===== config.mk =====
export PLATFORM = sky130hd
export DESIGN_NAME = fm_brg_arb
export DESIGN_NICKNAME = d
export VERILOG_FILES = /design/src/rtl/fm_brg_arb.sv
export SDC_FILE = /design/constraint.sdc
export NUM_CORES = 1
export LEC_CHECK = 0
export ABC_CLOCK_PERIOD_IN_PS = 3300
export BUFFER_PORTS_ARGS = -buffer_cell sky130_fd_sc_hd__buf_2
export CAP_MARGIN = 0
export CORE_AREA = 2 2 197 199
export DETAILED_ROUTE_END_ITERATION = 10
export DIE_AREA = 0 0 199 201
export PLACE_DENSITY_LB_ADDON = 0.08
export SLEW_MARGIN = 20
export SYNTH_ARGS = -nofsm -noshare
export SYNTH_HDL_FRONTEND = slang
export SYNTH_SLANG_ARGS = --single-unit

===== constraint.sdc =====
create_clock -name clk_core -period 3.3 [get_ports clk_core]
set_input_delay 0.33 -clock clk_core [delete_from_list [all_inputs] [get_ports clk_core]]
set_output_delay 0.33 -clock clk_core [all_outputs]
set_load 0.02 [all_outputs]

===== src/rtl/fm_brg_arb.sv =====
// Two-requester round-robin arbiter in front of the internal-bus bridge.
// Holds the grant through the write burst and steers read beats back in issue order.
`timescale 1ns/1ps
module fm_brg_arb #(
  parameter int P_IB_ADDR_WIDTH = 29,
  parameter int P_IB_LEN_WIDTH  = 6,
  parameter int P_IB_DATA_WIDTH = 64,
  parameter int P_ORD_DEPTH     = 4
) (
  input  logic                       clk_core,
  input  logic                       rst_x,
  input  logic                       i_req0,
  input  logic [P_IB_ADDR_WIDTH-1:0] i_adrs0,
  input  logic                       i_rw0,
  input  logic [P_IB_LEN_WIDTH-1:0]  i_len0,
  output logic                       o_ack0,
  input  logic                       i_req1,
  input  logic [P_IB_ADDR_WIDTH-1:0] i_adrs1,
  input  logic                       i_rw1,
  input  logic [P_IB_LEN_WIDTH-1:0]  i_len1,
  output logic                       o_ack1,
  input  logic [P_IB_DATA_WIDTH-1:0] i_wd0,
  input  logic                       i_wstr0,
  output logic                       o_wack0,
  input  logic [P_IB_DATA_WIDTH-1:0] i_wd1,
  input  logic                       i_wstr1,
  output logic                       o_wack1,
  output logic                       o_rstr0,
  output logic [P_IB_DATA_WIDTH-1:0] o_rd0,
  output logic                       o_rstr1,
  output logic [P_IB_DATA_WIDTH-1:0] o_rd1,
  output logic                       o_brg_req,
  output logic [P_IB_ADDR_WIDTH-1:0] o_brg_adrs,
  output logic                       o_brg_rw,
  output logic [P_IB_LEN_WIDTH-1:0]  o_brg_len,
  input  logic                       i_brg_ack,
  output logic                       o_brg_wstr,
  output logic [P_IB_DATA_WIDTH-1:0] o_brg_wd,
  input  logic                       i_brg_wack,
  input  logic                       i_brg_rstr,
  input  logic [P_IB_DATA_WIDTH-1:0] i_brg_rd
);

  localparam int LP_PW = (P_ORD_DEPTH > 1) ? $clog2(P_ORD_DEPTH) : 1;
  localparam logic [LP_PW:0] LP_FULL = (LP_PW+1)'(P_ORD_DEPTH);
  localparam logic [P_IB_LEN_WIDTH-1:0] LP_LEN_ONE = (P_IB_LEN_WIDTH)'(1);

  typedef enum logic [1:0] {P_IDLE, P_CMD, P_WDATA} state_t;

  state_t state, state_nx;
  logic   grant, grant_nx;
  logic   last_grant;
  logic [P_IB_LEN_WIDTH-1:0] wcnt;

  logic [P_IB_ADDR_WIDTH-1:0] sel_adrs;
  logic                       sel_rw;
  logic [P_IB_LEN_WIDTH-1:0]  sel_len;
  logic                       sel_wstr;
  logic [P_IB_DATA_WIDTH-1:0] sel_wd;

  logic in_cmd, in_wdata, cmd_live, cmd_fire, wbeat;

  logic                      fifo_id  [P_ORD_DEPTH];
  logic [P_IB_LEN_WIDTH-1:0] fifo_len [P_ORD_DEPTH];
  logic [LP_PW-1:0]          wr_ptr, rd_ptr;
  logic [LP_PW:0]            count;
  logic [P_IB_LEN_WIDTH-1:0] rcnt, rcnt_inc;
  logic fifo_full, fifo_empty, head_id, rbeat, push, pop;

  // Granted requester mux
  assign sel_adrs = grant ? i_adrs1 : i_adrs0;
  assign sel_rw   = grant ? i_rw1   : i_rw0;
  assign sel_len  = grant ? i_len1  : i_len0;
  assign sel_wstr = grant ? i_wstr1 : i_wstr0;
  assign sel_wd   = grant ? i_wd1   : i_wd0;

  assign in_cmd   = (state == P_CMD);
  assign in_wdata = (state == P_WDATA);

  assign fifo_full  = (count == LP_FULL);
  assign fifo_empty = (count == '0);

  // A read may only go out when its return routing can be recorded.
  assign cmd_live = in_cmd & ~(sel_rw & fifo_full);
  assign cmd_fire = cmd_live & i_brg_ack;

  assign o_brg_req  = cmd_live;
  assign o_brg_adrs = in_cmd ? sel_adrs : '0;
  assign o_brg_rw   = in_cmd & sel_rw;
  assign o_brg_len  = in_cmd ? sel_len : '0;
  assign o_ack0     = cmd_fire & ~grant;
  assign o_ack1     = cmd_fire &  grant;

  assign wbeat      = in_wdata & i_brg_wack;
  assign o_brg_wstr = in_wdata & sel_wstr;
  assign o_brg_wd   = in_wdata ? sel_wd : '0;
  assign o_wack0    = wbeat & ~grant;
  assign o_wack1    = wbeat &  grant;

  assign head_id  = fifo_id[rd_ptr];
  assign rbeat    = i_brg_rstr & ~fifo_empty;
  assign rcnt_inc = rcnt + 1'b1;
  assign push     = cmd_fire & sel_rw;
  assign pop      = rbeat & (rcnt_inc == fifo_len[rd_ptr]);

  assign o_rstr0 = rbeat & ~head_id;
  assign o_rstr1 = rbeat &  head_id;
  assign o_rd0   = i_brg_rd;
  assign o_rd1   = i_brg_rd;

  always_comb begin
    state_nx = state;
    grant_nx = grant;
    unique case (state)
      P_IDLE: begin
        if (i_req0 | i_req1) begin
          state_nx = P_CMD;
          grant_nx = (i_req0 & i_req1) ? ~last_grant : i_req1;
        end
      end
      P_CMD: begin
        if (cmd_fire) state_nx = sel_rw ? P_IDLE : P_WDATA;
      end
      P_WDATA: begin
        if (wbeat && (wcnt == LP_LEN_ONE)) state_nx = P_IDLE;
      end
      default: state_nx = P_IDLE;
    endcase
  end

  always_ff @(posedge clk_core or negedge rst_x) begin
    if (!rst_x) begin
      state      <= P_IDLE;
      grant      <= 1'b0;
      last_grant <= 1'b1;
      wcnt       <= '0;
    end else begin
      state <= state_nx;
      grant <= grant_nx;
      if (cmd_fire) last_grant <= grant;
      if (cmd_fire && !sel_rw) wcnt <= sel_len;
      else if (wbeat)          wcnt <= wcnt - 1'b1;
    end
  end

  always_ff @(posedge clk_core or negedge rst_x) begin
    if (!rst_x) begin
      wr_ptr <= '0;
      rd_ptr <= '0;
      count  <= '0;
      rcnt   <= '0;
    end else begin
      if (push) wr_ptr <= wr_ptr + 1'b1;
      if (pop)  rd_ptr <= rd_ptr + 1'b1;
      unique case ({push, pop})
        2'b10:   count <= count + 1'b1;
        2'b01:   count <= count - 1'b1;
        default: count <= count;
      endcase
      if (pop)        rcnt <= '0;
      else if (rbeat) rcnt <= rcnt_inc;
    end
  end

  always_ff @(posedge clk_core) begin
    if (push) begin
      fifo_id[wr_ptr]  <= grant;
      fifo_len[wr_ptr] <= sel_len;
    end
  end

endmodule


Word level (Yosys, flattened, before mapping):

Memory sizes are Yosys's and may differ from the RTL's.
Cells that the tools add are included.

* word-level logic and storage cells: 79
* input port bits: 273
* RAM bits: 28
* memories kept: 2
* bits in registers: 23
* output and inout port bits: 236

Memory list
* fifo_len: words 4, bits a word 6, rd ports 1, clocked after Yosys merged registers in 0, write ports 1, line 64 `logic [P_IB_LEN_WIDTH-1:0] fifo_len [P_ORD_DEPTH];`
* fifo_id: words 4, bits a word 1, rd ports 1, clocked after Yosys merged registers in 0, write ports 1, line 63 `logic fifo_id [P_ORD_DEPTH];`

* $add $sub $neg: 6
* bitwise logic cells: 22
* muxes and demuxes: 21
* eq/ne operators: 10
* reductions and logical operators: 10

Operators by type and width (number)
* 64-bit two-way mux: 2
* 29-bit two-way mux: 2
* 6-bit two-way mux: 6
* 1-bit AND: 16
* 2-bit two-way mux: 4
* 6-bit by 1-bit adder with 6-bit output (second input constant): 1
* 6-bit by 1-bit equality test with 1-bit output (second input constant): 1
* 6-bit equality test: 1
* 2-bit case mux with 3 select lines: 1
* 3-bit case mux with 2 select lines: 1
* 2-bit nonzero test: 3
* 6-bit by 1-bit subtractor with 6-bit output (second input constant): 1
* 1-bit two-way mux: 5
* 1-bit NOT: 5
* 2-bit by 1-bit adder with 2-bit output (second input constant): 2
* 2-bit by 1-bit equality test with 1-bit output (second input constant): 2
* 2-bit equality test (second input constant): 2
* 2-bit by 1-bit inequality test with 1-bit output (second input constant): 2
* 3-bit by 1-bit adder with 3-bit output (second input constant): 1
* 3-bit equality test (second input constant): 1
* 3-bit logical NOT: 1
* 3-bit AND reduction: 1
* 3-bit by 1-bit subtractor with 3-bit output (second input constant): 1
* 1-bit logical AND: 2
* 5 further kinds: 5

Longest topological paths before layout:

* depth after elaboration: 8
* depth in mapped cells: 11

Worst setup path after synthesis:

Ideal clock, no wire load.

* path kind: reg2reg
* start point: register rd_ptr[0]
* end point: register count[2]
* setup time: 0.079 ns
* path slack: 0.634 ns
* stages on the path, launching flop included: 12
* arrival time: 2.587 ns
* period minus slack after synthesis: 2.666 ns
* cell sequence: dfrtp_1 -> buf_6 -> mux4_2 -> xnor3_1 -> nand2_2 -> nor3_2 -> ha_1 -> inv_1 -> fa_1 -> xor2_1 -> nor2_1 -> xor2_1

* word-level cells in the longest chain between the ends: 5
* elaborated cells between the ends (all ways): 7
* classes of those cells: 3 x eq/ne; 1 x mux; 1 x bitwise; 1 x reduce/logical; 1 x memory

Ends and longest elaborated chain
* from (decl): line 65 `logic [LP_PW-1:0] wr_ptr, rd_ptr;`
* from (signal assigned): line 154 `if (pop) rd_ptr <= rd_ptr + 1'b1;`
* memory 4 x 6 bit *
* 6-bit equality test *: line 104 `assign pop = rbeat & (rcnt_inc == fifo_len[rd_ptr]);`
* 1-bit AND *: line 104
* via pop: line 68 `logic fifo_full, fifo_empty, head_id, rbeat, push, pop;`
* 2-bit by 1-bit equality test with 1-bit output / 2-bit equality test (equally long branches): line 155 `unique case ({push, pop})`
* 3-bit case mux with 2 select lines / 2-bit nonzero test (equally long branches)
* to (signal assigned): line 156 `2'b10: count <= count + 1'b1;`
* to (signal assigned): line 157 `2'b01: count <= count - 1'b1;`
* to (signal assigned): line 158 `default: count <= count;`
* to (decl): line 66 `logic [LP_PW:0] count;`

Mark *: on every way through the listed nets, which the timed path passes. The rest lies on a longest branch.
A chain may end at the register's enable or synchronous reset.

Worst setup path after layout:

Same ends and word-level chain as after synthesis.

==> results by stage <==
STA:
- Setup repair after global routing left no endpoint under its margin.
- The worst relative slew slack is 0.466.
- The maximum achievable frequency is 0.347 GHz.
- At the pin with the least slew margin, the transition time is 800 ps.
- Dividing the final minimum period by the clock period gives 0.873.
- The number of failing setup endpoints in the final timing report is 0.
- Setup total negative slack on the finished layout was measured at 0 ps.
- The final hold violation count is 0.
- The maximum clock skew at final layout is 9.80 ps.
- The number of pins exceeding their max-slew limit in the final report is 0.
- The minimum clock period is 2880 ps.

Run status:
- The flow ran to the end, and the final reports show no timing, DRC or antenna violations.

Yosys:
- The post-synth net total is 821.
- The number of library cell types mapped by synthesis is 45.
- The flip-flop and latch count after synthesis is 51.
- The most common flop cell mapped by yosys is sky130_fd_sc_hd__edfxtp_1.
- Yosys instantiated no cell more often than sky130_fd_sc_hd__buf_4.
- The mean post-synth cell area is between 9 and 10 um2.
- The cell area after synthesis is 4930 um2.
- The synthesized design contains 28 enable-type register cells.
- By area the synthesized netlist is led by sky130_fd_sc_hd__mux2i_1 (20%), sky130_fd_sc_hd__buf_4 (20%), sky130_fd_sc_hd__edfxtp_1 (17%).
- For this run, the register share of the synthesized area comes to 0.288.
- The number of warnings printed during yosys synthesis is 0.
- In the synthesized netlist, the number of instances is about 540.
- The cell type with the highest aggregate area in the netlist is sky130_fd_sc_hd__mux2i_1.
- Sorting the synthesized cells by how often they occur yields sky130_fd_sc_hd__buf_4 (128), sky130_fd_sc_hd__nor2_1 (110), sky130_fd_sc_hd__mux2i_1 (100).
- The async set or reset register ratio after synthesis is 0.451.
- Of the post-synthesis cell area, the dominant cell type holds 0.203.

Power and ir drop:
- The leakage power is 0.00327 uW.
- In this run the power density over the cells is 757 nW/um2.
- The final total power is between 4000 and 5000 uW.
- VDD sags by at most between 0.15 and 0.2 mV.

Place:
- The routability congestion estimate from global placement is 0.762.
- In this run the cell area measured after placement is 6210 um2.
- The port buffer count is 316.
- The number of placed instances, taps included, is 1234.
- The wire-length estimate of the detail-placed layout is 25.1 mm.

Detailed routing:
- The routed layout has about 4500 vias.
- After detailed routing, the number of vias per cell comes to roughly 3.6.
- The detailed router's first-iteration violation count is 176.
- The detailed router put a total of roughly 12 mm of wire on met1.
- The final layout contains routed wiring with a total length of 28.7 mm.
- After detailed routing, the average wire length per cell comes to between 20 and 25 um.
- The post-route antenna net violation count is 0.
- The highest metal layer carrying signal wires in the routed design is met5.
- Summed over all nets, wire length on met3 after detailed routing comes to 4.58 mm.
- In the routed design, unresolved DRC markers number 0.
- The number of iterations in the first detailed-routing pass is 4.
- The wire length on met2 is 11.6 mm.

GRT:
- The initial antenna violation count came to 9.
- The pin count of the biggest net entering global routing is 40.
- The residual overflow from global routing is 0.
- The number of global-route vias before repair came to 4642.
- The global-route wire length before repair is 38.6 mm.
- The global-route usage over all layers is 0.141.

Setup path:
- The critical path startpoint category is a flop.
- The worst setup path is captured at a flop.
- The required time of the critical path is between 3000 and 4000 ps.
- The arrival time of data at the critical path endpoint is just over 3000 ps.
- The path type of the worst setup path is flop to flop.
- The highest net fanout along the worst path is 6.

Floorplan:
- The core region area is between 30000 and 40000 um2.
- The floorplan step set the die width to 199 um.
- In this run the count of I/O pins placed on the die edge is 509.
- Row generation in the floorplan step produced between 70 and 80 rows.
- The initial utilization of the core area, before any placement, comes to 0.129.
- The die span in y is 201 um.
- The die footprint is roughly 40000 um2.

CTS:
- The number of gates given a new drive strength after cts is 0.
- Counting along the longest clock path gives a buffer depth of 2.
- The clock slew seen by the registers of the worst setup and hold paths is 70 ps.
- The total clock buffers created by CTS is 5.
- After clock tree synthesis, the setup repair step added 0 buffers.
- The H-tree generated during clock tree synthesis spans 2 levels.
- TritonCTS built the clock tree.
- The clock net in this run drives a total of 51 sinks.
- The cell chosen for the clock root is sky130_fd_sc_hd__clkbuf_16.
- Hold repair after CTS inserted 0 buffers.
- Clock latency on the worst-skew pair, taken at its later pin, is ~300 ps.

Cells and area:
- At the end of the flow the core is filled with cells to 0.167.
- The share of post-route cells with drive strength above 1 is 0.488.
- The area of all placed cells without fillers is 6360 um2.
- Once layout is complete, the cells apart from fillers number 1243.
- The multi-input logic area is 2380 um2.
- The area growth from synthesis to layout is 29.1%.
- The filler cell count is about 4400.
- The sequential standard cell area is 1420 um2.
- The final layout contains 1005 nets.

Job:
- The number of max-cap violations is 0.

Worst hold path:
- The worst hold path class is input port to async pin.
[kinds of logic (layout without fill, tap and decap cells)]
kind of cell               Yosys count  count (layout)  share of synthesized area
buffers and inverters              168             353                      0.230
xor gates and xnor gates            16              16                     0.0383
DFF                                 51              51                      0.288
muxes                              110             110                      0.245
AOI/OAI and AO/OA                   22              22                     0.0302
adders and majority gates            9               9                     0.0244
other                                0               1                          0
and+or+nand+nor                    163             163                      0.145
[cell usage in the layout, fill, tap and decap left out, types with 3 or more instances in the layout]
cell type,netlist,routed
sky130_fd_sc_hd__mux2i_1,100,100
sky130_fd_sc_hd__mux4_1,4,4
sky130_fd_sc_hd__nand2_1,13,13
sky130_fd_sc_hd__o31ai_1,3,3
sky130_fd_sc_hd__nand4_1,3,3
sky130_fd_sc_hd__nand3_1,6,6
sky130_fd_sc_hd__edfxtp_1,28,28
sky130_fd_sc_hd__nor2_1,110,110
sky130_fd_sc_hd__dfrtp_1,22,21
sky130_fd_sc_hd__xnor3_1,3,3
sky130_fd_sc_hd__clkbuf_16,0,5
sky130_fd_sc_hd__nor3_1,5,5
sky130_fd_sc_hd__o21ai_0,8,8
sky130_fd_sc_hd__mux4_2,3,3
sky130_fd_sc_hd__xnor2_1,7,7
sky130_fd_sc_hd__and2_1,8,8
sky130_fd_sc_hd__inv_1,14,14
sky130_fd_sc_hd__buf_4,128,14
sky130_fd_sc_hd__ha_1,8,8
sky130_fd_sc_hd__and3_1,4,4
sky130_fd_sc_hd__mux2_2,3,3
sky130_fd_sc_hd__xor2_1,5,5
sky130_fd_sc_hd__buf_2,10,316
[flip-flops by register name, summed over array words and instances (netlist names)]
signal	cells
rcnt	6
count	3
wcnt	6
last_grant	1
fifo_len	24
fifo_id	4
grant	1
rd_ptr	2
wr_ptr	2
state	2
[where the power goes]
group | internal [uW] | leakage, uW | total [uW] | switching, uW
Combinational | 1230 | 0.00267 | 3220 | 1990
Sequential | 879 | 0.000531 | 1070 | 190
Clock | 285 | 0.0000710 | 529 | 244
[path summary, 6_finish.rpt]
check	startpoint	endpoint	slack (ps)	cells past startpoint
worst min-delay path	rst_x	count[0]	60	1
worst max-delay path	rd_ptr[0]	count[2]	420	11
min in group clk_core	i_req1	grant	320	2
max in group asynchronous	rst_x	grant	2760	1
worst min register to register	rcnt[1]	rcnt[1]	520	2
worst max register to register	rd_ptr[0]	count[2]	420	11
[critical path, stage by stage (launching register included)]
cell and delay (ps):
sky130_fd_sc_hd__dfrtp_1 420, sky130_fd_sc_hd__buf_4 200, sky130_fd_sc_hd__mux4_1 580, sky130_fd_sc_hd__xor2_1 190, sky130_fd_sc_hd__nand4_1 180, sky130_fd_sc_hd__nor3_2 210, sky130_fd_sc_hd__ha_1 210, sky130_fd_sc_hd__inv_1 60
sky130_fd_sc_hd__fa_1 370, sky130_fd_sc_hd__xor2_1 150, sky130_fd_sc_hd__nor2_1 110, sky130_fd_sc_hd__xor2_1 140
[routing by layer]
| metal | up-vias | global-route usage |
|---|---|---|
| met4 | 16 | 0.00906 |
| met3 | 27 | 0.111 |
| met2 | 346 | 0.192 |
| met1 | 2043 | 0.177 |
| met5 | - | 0.0284 |
| li1 | 2057 | - |
[area by class of cell]
| type | count | area share |
|---|---|---|
| Clock inverter | 2 | 0.00275 |
| Antenna cell | 1 | 0.000393 |
| Timing Repair Buffer | 331 | 0.268 |
| Multi-Input combinational cell | 320 | 0.375 |
| Inverter | 14 | 0.00826 |
| Clock buffer | 6 | 0.0203 |
| Tap cell | 518 | 0.102 |
| Sequential cell | 51 | 0.223 |
[per-stage QoR]
step                hold slack, ps  worst slack (ps)
finish                        58.0               420
global route                  98.5               195
CTS                           82.2               362
detailed placement             395               366
global placement               409               334
floorplan                     34.4               634
Power figures use the tool's default switching activity.
